## config.mk

```make
export PLATFORM = sky130hd
export DESIGN_NAME = axi_stream_dw_upsizer_intf
export DESIGN_NICKNAME = d
export VERILOG_FILES = /design/src/rtl/axi_stream_pkg.sv /design/src/rtl/axi_stream_dw_upsizer_intf.sv /design/src/rtl/axi_stream_dw_upsizer.sv
export SDC_FILE = /design/constraint.sdc
export NUM_CORES = 1
export LEC_CHECK = 0
export BUFFER_PORTS_ARGS = -buffer_cell sky130_fd_sc_hd__buf_2
export CORE_AREA = 2 2 93 95
export CTS_BUF_LIST = sky130_fd_sc_hd__clkbuf_8
export CTS_CLUSTER_SIZE = 16
export DETAILED_ROUTE_END_ITERATION = 16
export DIE_AREA = 0 0 95 97
export GPL_ROUTABILITY_DRIVEN = 1
export GPL_TIMING_DRIVEN = 1
export PLACE_DENSITY = 0.62
export SYNTH_ARGS = -nofsm -noshare
export SYNTH_HDL_FRONTEND = slang
export SYNTH_HIERARCHICAL = 1
export SYNTH_SLANG_ARGS = --single-unit
```

## constraint.sdc

```tcl
create_clock -name clk_i -period 3.38 [get_ports clk_i]
set_clock_uncertainty 0.1 [all_clocks]
set_input_delay 0 -clock clk_i [delete_from_list [all_inputs] [get_ports clk_i]]
set_output_delay 0 -clock clk_i [all_outputs]
set_load 0.005 [all_outputs]
```

## src/rtl/axi_stream_pkg.sv

```systemverilog
// Shared AXI-Stream width-converter types, width helpers and ratio checks.
// Latency: none (package only).
// Backpressure: none (package only).
package axi_stream_pkg;

    localparam int DefNarrowWidth = 8;
    localparam int DefWideWidth   = 32;
    localparam int DefIdWidth     = 0;
    localparam int DefDestWidth   = 0;
    localparam int DefUserWidth   = 0;

    // A zero-width sideband field is carried as a single tied-off bit.
    function automatic int sig_w(input int width);
        return (width > 0) ? width : 1;
    endfunction

    function automatic bit is_pow2(input int value);
        return (value > 0) && ((value & (value - 1)) == 0);
    endfunction

    // Wide side must be a power-of-two multiple (>= 2) of a byte-aligned narrow side.
    function automatic bit dw_ratio_ok(input int narrow_w, input int wide_w);
        if (narrow_w <= 0 || (narrow_w % 8) != 0) begin
            return 1'b0;
        end
        if ((wide_w % narrow_w) != 0) begin
            return 1'b0;
        end
        return (wide_w / narrow_w >= 2) && is_pow2(wide_w / narrow_w);
    endfunction

    typedef logic [DefNarrowWidth-1:0]     narrow_data_t;
    typedef logic [DefNarrowWidth/8-1:0]   narrow_keep_t;
    typedef logic [DefWideWidth-1:0]       wide_data_t;
    typedef logic [DefWideWidth/8-1:0]     wide_keep_t;
    typedef logic [sig_w(DefIdWidth)-1:0]   id_t;
    typedef logic [sig_w(DefDestWidth)-1:0] dest_t;
    typedef logic [sig_w(DefUserWidth)-1:0] user_t;

    typedef struct packed {
        narrow_data_t data;
        narrow_keep_t keep;
        logic         last;
        id_t          id;
        dest_t        dest;
        user_t        user;
    } narrow_beat_t;

    typedef struct packed {
        wide_data_t data;
        wide_keep_t keep;
        logic       last;
        id_t        id;
        dest_t      dest;
        user_t      user;
    } wide_beat_t;

endpackage

```

## src/rtl/axi_stream_dw_upsizer_intf.sv

```systemverilog
// Struct-port wrapper around axi_stream_dw_upsizer at the package default widths.
// Latency: 1 cycle (inherited). Backpressure: passed straight through to the core.
module axi_stream_dw_upsizer_intf
    import axi_stream_pkg::*;
(
    input  logic         clk_i,
    input  logic         rst_i,
    input  logic         in_tvalid_i,
    output logic         in_tready_o,
    input  narrow_beat_t in_beat_i,
    output logic         out_tvalid_o,
    input  logic         out_tready_i,
    output wide_beat_t   out_beat_o
);

    axi_stream_dw_upsizer #(
        .DataWidthIn  (DefNarrowWidth),
        .DataWidthOut (DefWideWidth),
        .IdWidth      (DefIdWidth),
        .DestWidth    (DefDestWidth),
        .UserWidth    (DefUserWidth)
    ) u_upsizer (
        .clk_i        (clk_i),
        .rst_i        (rst_i),
        .in_tvalid_i  (in_tvalid_i),
        .in_tready_o  (in_tready_o),
        .in_tdata_i   (in_beat_i.data),
        .in_tkeep_i   (in_beat_i.keep),
        .in_tlast_i   (in_beat_i.last),
        .in_tid_i     (in_beat_i.id),
        .in_tdest_i   (in_beat_i.dest),
        .in_tuser_i   (in_beat_i.user),
        .out_tvalid_o (out_tvalid_o),
        .out_tready_i (out_tready_i),
        .out_tdata_o  (out_beat_o.data),
        .out_tkeep_o  (out_beat_o.keep),
        .out_tlast_o  (out_beat_o.last),
        .out_tid_o    (out_beat_o.id),
        .out_tdest_o  (out_beat_o.dest),
        .out_tuser_o  (out_beat_o.user)
    );

endmodule

```

## src/rtl/axi_stream_dw_upsizer.sv

```systemverilog
// Packs R narrow AXI-Stream beats little-endian into one wide word; tlast closes a word early.
// Latency: 1 cycle from the completing input beat to out_tvalid_o.
// Backpressure: lanes 0..R-2 always accepted; completing beat waits for a free output register.
module axi_stream_dw_upsizer
    import axi_stream_pkg::*;
#(
    parameter int DataWidthIn  = 8,
    parameter int DataWidthOut = 32,
    parameter int IdWidth      = 0,
    parameter int DestWidth    = 0,
    parameter int UserWidth    = 0
) (
    input  logic                          clk_i,
    input  logic                          rst_i,
    input  logic                          in_tvalid_i,
    output logic                          in_tready_o,
    input  logic [DataWidthIn-1:0]        in_tdata_i,
    input  logic [DataWidthIn/8-1:0]      in_tkeep_i,
    input  logic                          in_tlast_i,
    input  logic [sig_w(IdWidth)-1:0]     in_tid_i,
    input  logic [sig_w(DestWidth)-1:0]   in_tdest_i,
    input  logic [sig_w(UserWidth)-1:0]   in_tuser_i,
    output logic                          out_tvalid_o,
    input  logic                          out_tready_i,
    output logic [DataWidthOut-1:0]       out_tdata_o,
    output logic [DataWidthOut/8-1:0]     out_tkeep_o,
    output logic                          out_tlast_o,
    output logic [sig_w(IdWidth)-1:0]     out_tid_o,
    output logic [sig_w(DestWidth)-1:0]   out_tdest_o,
    output logic [sig_w(UserWidth)-1:0]   out_tuser_o
);

    localparam int Ratio    = DataWidthOut / DataWidthIn;
    localparam int KeepIn   = DataWidthIn / 8;
    localparam int KeepOut  = DataWidthOut / 8;
    localparam int CntW     = (Ratio >= 2) ? $clog2(Ratio) : 1;
    localparam int AccW     = (Ratio - 1) * DataWidthIn;
    localparam int AccKeepW = (Ratio - 1) * KeepIn;
    localparam int IdW      = sig_w(IdWidth);
    localparam int DestW    = sig_w(DestWidth);
    localparam logic [CntW-1:0] LastLane = CntW'(Ratio - 1);

    if (!dw_ratio_ok(DataWidthIn, DataWidthOut)) begin : g_bad_ratio
        $error("axi_stream_dw_upsizer: DataWidthOut/DataWidthIn must be a power of two >= 2 and DataWidthIn a multiple of 8");
    end

    logic [CntW-1:0]     cnt_q;
    logic [AccW-1:0]     acc_dat_q;
    logic [AccKeepW-1:0] acc_keep_q;
    logic [IdW-1:0]      acc_id_q;
    logic [DestW-1:0]    acc_dest_q;

    logic                completes;
    logic                out_free;
    logic                beat_hs;
    logic [DataWidthOut-1:0] word_dat;
    logic [KeepOut-1:0]      word_keep;
    logic [IdW-1:0]          word_id;
    logic [DestW-1:0]        word_dest;

    assign completes   = (cnt_q == LastLane) || in_tlast_i;
    assign out_free    = !out_tvalid_o || out_tready_i;
    assign in_tready_o = rst_i || !completes || out_free;
    assign beat_hs     = in_tvalid_i && in_tready_o;

    // Accumulator lanes at or above cnt_q are always zero, so inserting the
    // current beat yields the merged word with unused lanes already cleared.
    always_comb begin
        word_dat  = {{DataWidthIn{1'b0}}, acc_dat_q};
        word_keep = {{KeepIn{1'b0}}, acc_keep_q};
        for (int k = 0; k < Ratio; k++) begin
            if (cnt_q == CntW'(k)) begin
                word_dat[k*DataWidthIn +: DataWidthIn] = in_tdata_i;
                word_keep[k*KeepIn +: KeepIn]          = in_tkeep_i;
            end
        end
        word_id   = (cnt_q == '0) ? in_tid_i   : acc_id_q;
        word_dest = (cnt_q == '0) ? in_tdest_i : acc_dest_q;
    end

    always_ff @(posedge clk_i or posedge rst_i) begin
        if (rst_i) begin
            cnt_q      <= '0;
            acc_dat_q  <= '0;
            acc_keep_q <= '0;
            acc_id_q   <= '0;
            acc_dest_q <= '0;
        end else if (beat_hs) begin
            if (completes) begin
                cnt_q      <= '0;
                acc_dat_q  <= '0;
                acc_keep_q <= '0;
            end else begin
                cnt_q      <= cnt_q + CntW'(1);
                acc_dat_q  <= word_dat[AccW-1:0];
                acc_keep_q <= word_keep[AccKeepW-1:0];
                if (cnt_q == '0) begin
                    acc_id_q   <= in_tid_i;
                    acc_dest_q <= in_tdest_i;
                end
            end
        end
    end

    // A completing beat only handshakes when the output register is free,
    // so loading here never overwrites an unaccepted word.
    always_ff @(posedge clk_i or posedge rst_i) begin
        if (rst_i) begin
            out_tvalid_o <= 1'b0;
            out_tdata_o  <= '0;
            out_tkeep_o  <= '0;
            out_tlast_o  <= 1'b0;
            out_tid_o    <= '0;
            out_tdest_o  <= '0;
            out_tuser_o  <= '0;
        end else if (beat_hs && completes) begin
            out_tvalid_o <= 1'b1;
            out_tdata_o  <= word_dat;
            out_tkeep_o  <= word_keep;
            out_tlast_o  <= in_tlast_i;
            out_tid_o    <= word_id;
            out_tdest_o  <= word_dest;
            out_tuser_o  <= in_tuser_i;
        end else if (out_tready_i) begin
            out_tvalid_o <= 1'b0;
        end
    end

endmodule

```

==> reports/qor.yml, run 1 <==
status:
  status: "complete, no violations"
yosys:
  synth.distinct_cells: 27
  syn_area_per_cell_um2: 10.36
  ys_ff_latch: 72
  syn_area_mm2: 0.003202
  synth_nets: 330
  yosysMostFrequentCell: "o21ai_0"
  yosys-top-cells-area: "dfrtp_1 56%, o21ai_0 13%, mux2i_1 9.1%"
  async_flop_share_pct: 100.0
  yosysTopAreaCellShare_pct: 56.27
  synthCells: 309
  synth_top_area_cell: "dfrtp_1"
  synth-main-ff-cell: "dfrtp_1"
  ys_warn_count: 6
  yosysSeqAreaShare_pct: 56.27
  synth_common_cells: "86 x o21ai_0, 72 x dfrtp_1, 60 x nand2_1"
  synth_edf_count: 0
power:
  p_per_area_mw_per_mm2: 785.4
  leakage_nw: 1.848
  max-vdd-ir-drop_uv: 318.4
  clockPowerShare_pct: 22.7
  power.switching_mw: 1.038
  intPower_mw: 2.038
  p_comb_share_pct: 33.3
  sequentialPowerShare_pct: 44.0
  switching_share_pct: 33.75
grt:
  antenna_found_initial: 0
  grtUsageTotal_pct: 18.24
  grt_pass1_wl_um: 12840
  grt_max_degree: 73
  grt_overflow: 0
  grt_pass1_vias: 2422
setup_path:
  slowest_delay_ns: 0.52
  worstPathRequired_ns: 3.48
  worstPathMaxFanout: 38
  crit_chain: "ha_1, o21ai_2, nand2b_4, o21ai_0"
  cp_num_buf_inv: 0
  arrival_ns: 2.32
  critPathLaunchType: "flip-flop"
  cp_slowest_cell: "o21ai_2"
  rrSetupSlack_ns: 1.16
  crit_path_end_kind: "flip-flop"
  path_delay_family: "compound AO/OA/AOI/OAI gates"
  worstSetupPathType: "reg -> reg"
timing:
  fin_ws_ns: 1.165
  report.final.slew_viol_count: 0
  final.setup.tns_ns: 0
  maxSlewHeadroom_pct: 39.10
  max_slew.worst_pin.slew_ns: 0.9135
  period_share_pct: 65.53
  finalCriticalPeriod_ns: 2.215
  fmax_mhz: 451.5
  rsz0062_at_grt: "no"
  setup_viol: 0
  hold_viol: 0
clocking:
  cts_hold_buf: 17
  h-tree-depth: 3
  clock_sinks: 72
  clk_path_buf_depth: 2
  cts-root-buf: "clkbuf_8"
  tritoncts: "yes"
  numCtsBuffers: 9
  clk_pin_slew_ns: 0.07
  ctsResizeCount: 0
  insertion_delay_ns: 0.34
  cts_setup_buffers: 0
floorplan:
  io_pins: 59
  fp.dieH_um: 97
  start_util_pct: 39.36
  die_w_um: 95
  rows: 33
  die_area_mm2: 0.009215
  core_area_mm2: 0.008134
drt:
  vias: 2546
  ant_nets: 0
  route.detailed.drc: 0
  routed_wirelength_um: 8153
  firstDrtPassIters: 4
  wire_per_inst_um: 16.74
  avgViaCountPerCell: 5.228
  initialDrtViolationCount: 181
flow_run:
  drv_cap: 0
place:
  post-place-ws_ns: 1.203
  place.gp.congestion: 0.8052
  io_buffers: 58
  dp_hpwl_um: 5026
cells_and_area:
  num-fill-cells: 756
  insertedDiodeCount: 0
  fin_nets: 398
  drive_above_1_share_pct: 23.30
  areaGrowthSynthToFinish_pct: 22.35
  utilization_pct: 48.16
min_path:
  hp-class: "in -> reg"
==> final cells by class <==
type	count	area [µm²]	share of cell area, %
Sequential cell	72	1802	45.99
Timing Repair Buffer	80	498.0	12.71
Inverter	5	18.77	0.4791
Multi-Input combinational cell	209	1261	32.19
Tap cell	105	131.4	3.354
Clock inverter	5	55.05	1.405
Clock buffer	11	151.4	3.865
==> per-layer routing <==
metal | wire length, µm | GRT usage, % | up-vias
li1 | - | - | 1208
met3 | 401 | 4.206 | 7
met4 | 73 | 4.794 | 0
met2 | 3753 | 27.11 | 74
met5 | 0 | 0 | -
met1 | 3924 | 26.80 | 1257
==> state kept, by name, indices dropped and copies added (netlist names) <==
signal                  cells
u_upsizer/acc_dat_q        24
u_upsizer/out_tdata_o      32
u_upsizer/cnt_q             2
u_upsizer/out_tkeep_o       4
u_upsizer/acc_dest_q        1
u_upsizer/acc_keep_q        3
u_upsizer/out_tuser_o       1
u_upsizer/out_tvalid_o      1
u_upsizer/out_tdest_o       1
u_upsizer/out_tlast_o       1
u_upsizer/acc_id_q          1
u_upsizer/out_tid_o         1
==> worst register-to-register path: stages, from the launching register on <==
cell and delay, ns:
dfrtp_1 0.44, ha_1 0.33, o21ai_2 0.53, nand2b_4 0.50, o21ai_0 0.19
==> worst paths after layout <==
check,from,endpoint,cells past startpoint
min,in_beat_i[1],u_upsizer/acc_dest_q,4
max in group asynchronous,rst_i,u_upsizer/acc_dat_q[3],4
min reg2reg,u_upsizer/acc_id_q,u_upsizer/acc_id_q,2
max,u_upsizer/cnt_q[0],u_upsizer/out_tdata_o[20],4
min in group asynchronous,rst_i,u_upsizer/out_tdata_o[11],4
max reg2reg,u_upsizer/cnt_q[0],u_upsizer/out_tdata_o[20],4
==> layout by cell type, fill, tap and decap left out, types with 4 or more instances in the layout <==
cell type / instances
inv_1: 4
clkbuf_8: 11
mux2i_1: 29
nand2_1: 60
a22o_1: 9
buf_4: 5
dfrtp_1: 72
dlygate4sd3_1: 17
buf_2: 58
ha_1: 4
o21ai_0: 86
==> metrics by stage <==
| step | hold WS (ns) | std cells | power [mW] | cell area, µm² |
|---|---|---|---|---|
| floorplan | -0.01080 | 309 | 1.994 | 3202 |
| global placement | 0.1168 | 454 | 2.354 | 3541 |
| detailed placement | 0.1205 | 454 | 2.384 | 3541 |
| CTS | 0.2899 | 487 | 3.106 | 3918 |
| global route | 0.3123 | 487 | 3.296 | 3918 |
| finish | 0.3083 | 487 | 3.077 | 3918 |
==> cell families after synthesis <==
logic type                 Yosys count  synth area share, %
AOI/OAI and AO/OA                  102                17.31
adders and majority gates            4                1.563
buffers and inverters               28                4.338
DFF                                 72                56.27
muxes                               30                9.418
and+or+nand+nor                     73                11.10
==> power by group through the flow <==
stage                     Clock, mW  Combinational [mW]  Sequential, mW
after global placement            0               0.991            1.36
after floorplan                   0               0.634            1.36
after CTS                     0.719                1.03            1.36
after global routing          0.753                1.15            1.39
final                         0.699                1.02            1.35
after detailed placement          0                1.01            1.37
Power figures use the tool's default switching activity.
==> run 2: changes to the inputs <==
clock period = 2.2 ns   (was 3.38 ns; I/O delays follow)
==> reports/qor.yml, run 2 (synthesis gave the netlist of run 1 again) <==
status:
  status: "complete, no violations"
setup_path:
  path_delay_family: "flip-flops"
  worstPathMaxFanout: 38  # unchanged
  worstPathRequired_ns: 2.31  # -1.17 ns
  arrival_ns: 1.93  # -0.39 ns
  cp_num_buf_inv: 0  # unchanged
  slowest_delay_ns: 0.42  # -0.10 ns
  critPathLaunchType: "flip-flop"
  cp_slowest_cell: "dfrtp_1"
  crit_chain: "ha_1, o21ai_2, nand2b_4, o21ai_0"
  worstSetupPathType: "reg -> reg"
  crit_path_end_kind: "flip-flop"
floorplan:
  rows: 33  # unchanged
  core_area_mm2: 0.008134  # unchanged
  fp.dieH_um: 97  # unchanged
  io_pins: 59  # unchanged
  start_util_pct: 39.36  # unchanged
  die_area_mm2: 0.009215  # unchanged
  die_w_um: 95  # unchanged
drt:
  firstDrtPassIters: 5  # +1
  ant_nets: 0  # unchanged
  routed_wirelength_um: 8041  # -1.4%
  route.detailed.drc: 0  # unchanged
  initialDrtViolationCount: 190  # +5.0%
  avgViaCountPerCell: 5.226  # about the same
  wire_per_inst_um: 16.34  # -2.4%
  vias: 2571  # +0.98%
power:
  p_per_area_mw_per_mm2: 1216  # +55%
  switching_share_pct: 32.88  # -0.87 points
  clockPowerShare_pct: 23.8  # +1.1 points
  intPower_mw: 3.247  # +59%
  power.switching_mw: 1.591  # +53%
  p_comb_share_pct: 33.2  # about the same
  leakage_nw: 1.890  # +2.3%
  max-vdd-ir-drop_uv: 435.3  # +37%
  sequentialPowerShare_pct: 42.9  # -1.1 points
timing:
  report.final.slew_viol_count: 0  # unchanged
  maxSlewHeadroom_pct: 71.12  # +32 points
  period_share_pct: 82.85  # +17 points
  setup_viol: 0  # unchanged
  rsz0062_at_grt: "no"
  hold_viol: 0  # unchanged
  max_slew.worst_pin.slew_ns: 0.4326  # -0.4809 ns
  final.setup.tns_ns: 0  # unchanged
  finalCriticalPeriod_ns: 1.823  # -0.3923 ns
  fmax_mhz: 548.6  # +22%
clocking:
  cts_setup_buffers: 0  # unchanged
  clock_sinks: 72  # unchanged
  ctsResizeCount: 0  # unchanged
  h-tree-depth: 3  # unchanged
  tritoncts: "yes"
  clk_pin_slew_ns: 0.08  # about the same
  numCtsBuffers: 9  # unchanged
  clk_path_buf_depth: 2  # unchanged
  insertion_delay_ns: 0.35  # about the same
  cts-root-buf: "clkbuf_8"
place:
  io_buffers: 58  # unchanged
  place.gp.congestion: 0.7803  # -3.1%
  dp_hpwl_um: 5147  # +2.4%
grt:
  grt_max_degree: 55  # -25%
  grt_pass1_wl_um: 12940  # +0.76%
  grt_overflow: 0  # unchanged
  grtUsageTotal_pct: 18.46  # +0.22 points
  antenna_found_initial: 0  # unchanged
  grt_pass1_vias: 2402  # -0.83%
cells_and_area:
  largest_reg_flops: 32  # unchanged
  largest-register: "u_upsizer/out_tdata_o"
  layout_common_cells: "86 x o21ai_0, 72 x dfrtp_1, 60 x nand2_1"
  drive_above_1_share_pct: 24.55  # +1.2 points
  utilization_pct: 48.92  # +0.75 points
  insertedDiodeCount: 0  # unchanged
  num-fill-cells: 764  # +1.1%
  layout_commonest_cell: "o21ai_0"
  largestRegisters: "u_upsizer/out_tdata_o x32, u_upsizer/acc_dat_q x24, u_upsizer/out_tkeep_o x4"
  areaGrowthSynthToFinish_pct: 24.27
  fin_nets: 403  # +1.3%
min_path:
  hp-class: "in -> async"
flow_run:
  drv_cap: 0  # unchanged
-- run 2: cell types whose count changed in the layout (fill, tap and decap cells not counted), sizes merged --
| cell | change |
|---|---|
| buf | +6 |
| bufinv | +1 |
| clkbuf | -1 |
| clkinv | +1 |
| clkinvlp | -1 |
| dlygate4sd3 | -1 |
-- run 2: routing by layer --
metal  track usage, %  vias to the layer above  part of all wire, %
met3            3.037                       10                  5.1
met5                0                        -                    0
met4            6.689                        0                  1.5
met2            26.90                       84                   45
met1            27.59                     1255                   49
li1                 -                     1222                    -
-- run 2: what timing repair did --
item                       4_1_cts  5_1_grt
hold buffers                    16        0
setup endpoints to repair        0        0
hold endpoints to repair       111        0
-- run 2: cell type report --
| cell class | instances | area (µm²) | area share, % |
|---|---|---|---|
| inverter | 5 | 18.77 | 0.4717 |
| timing repair buffer | 85 | 545.5 | 13.71 |
| multi-input combinational | 209 | 1261 | 31.70 |
| clock inverter | 6 | 82.58 | 2.075 |
| sequential | 72 | 1802 | 45.28 |
| tap | 105 | 131.4 | 3.302 |
| clock buffer | 10 | 137.6 | 3.459 |
-- run 2: path summary, 6_finish.rpt --
check | from | to | slack [ns] | cells past startpoint
min | rst_i | u_upsizer/out_tdata_o[11] | 0.13 | 3
min reg2reg | u_upsizer/acc_id_q | u_upsizer/acc_id_q | 0.38 | 2
min in group clk_i | in_beat_i[1] | u_upsizer/acc_dest_q | 0.29 | 4
max reg2reg | u_upsizer/cnt_q[0] | u_upsizer/out_tkeep_o[0] | 0.38 | 4
max | u_upsizer/cnt_q[0] | u_upsizer/out_tkeep_o[0] | 0.38 | 4
max in group asynchronous | rst_i | u_upsizer/out_tdata_o[5] | 1.22 | 4
-- run 2: power groups by stage --
stage | Clock, mW | Combinational (mW) | Sequential (mW)
finish | 1.15 | 1.61 | 2.08
global route | 1.24 | 1.81 | 2.15
CTS | 1.19 | 1.63 | 2.08
detailed placement | 0 | 1.59 | 2.11
global placement | 0 | 1.57 | 2.09
floorplan | 0 | 0.974 | 2.09
-- run 2: tightest hold or removal path: stages --
cell and delay, ns:
dlygate4sd3_1 0.54, buf_2 0.14, inv_2 0.33
-- run 2: per-stage QoR --
stage,setup WS [ns],instance area (µm²),instances,power (mW),hold WS (ns)
after CTS,0.3551,3979,492,4.896,0.1245
after global routing,0.2104,3979,492,5.207,0.1813
final,0.3772,3979,492,4.838,0.1338
after global placement,0.4221,3598,460,3.667,-0.05772
after detailed placement,0.3646,3598,460,3.700,-0.04814
after floorplan,0.2751,3202,309,3.064,-0.01080
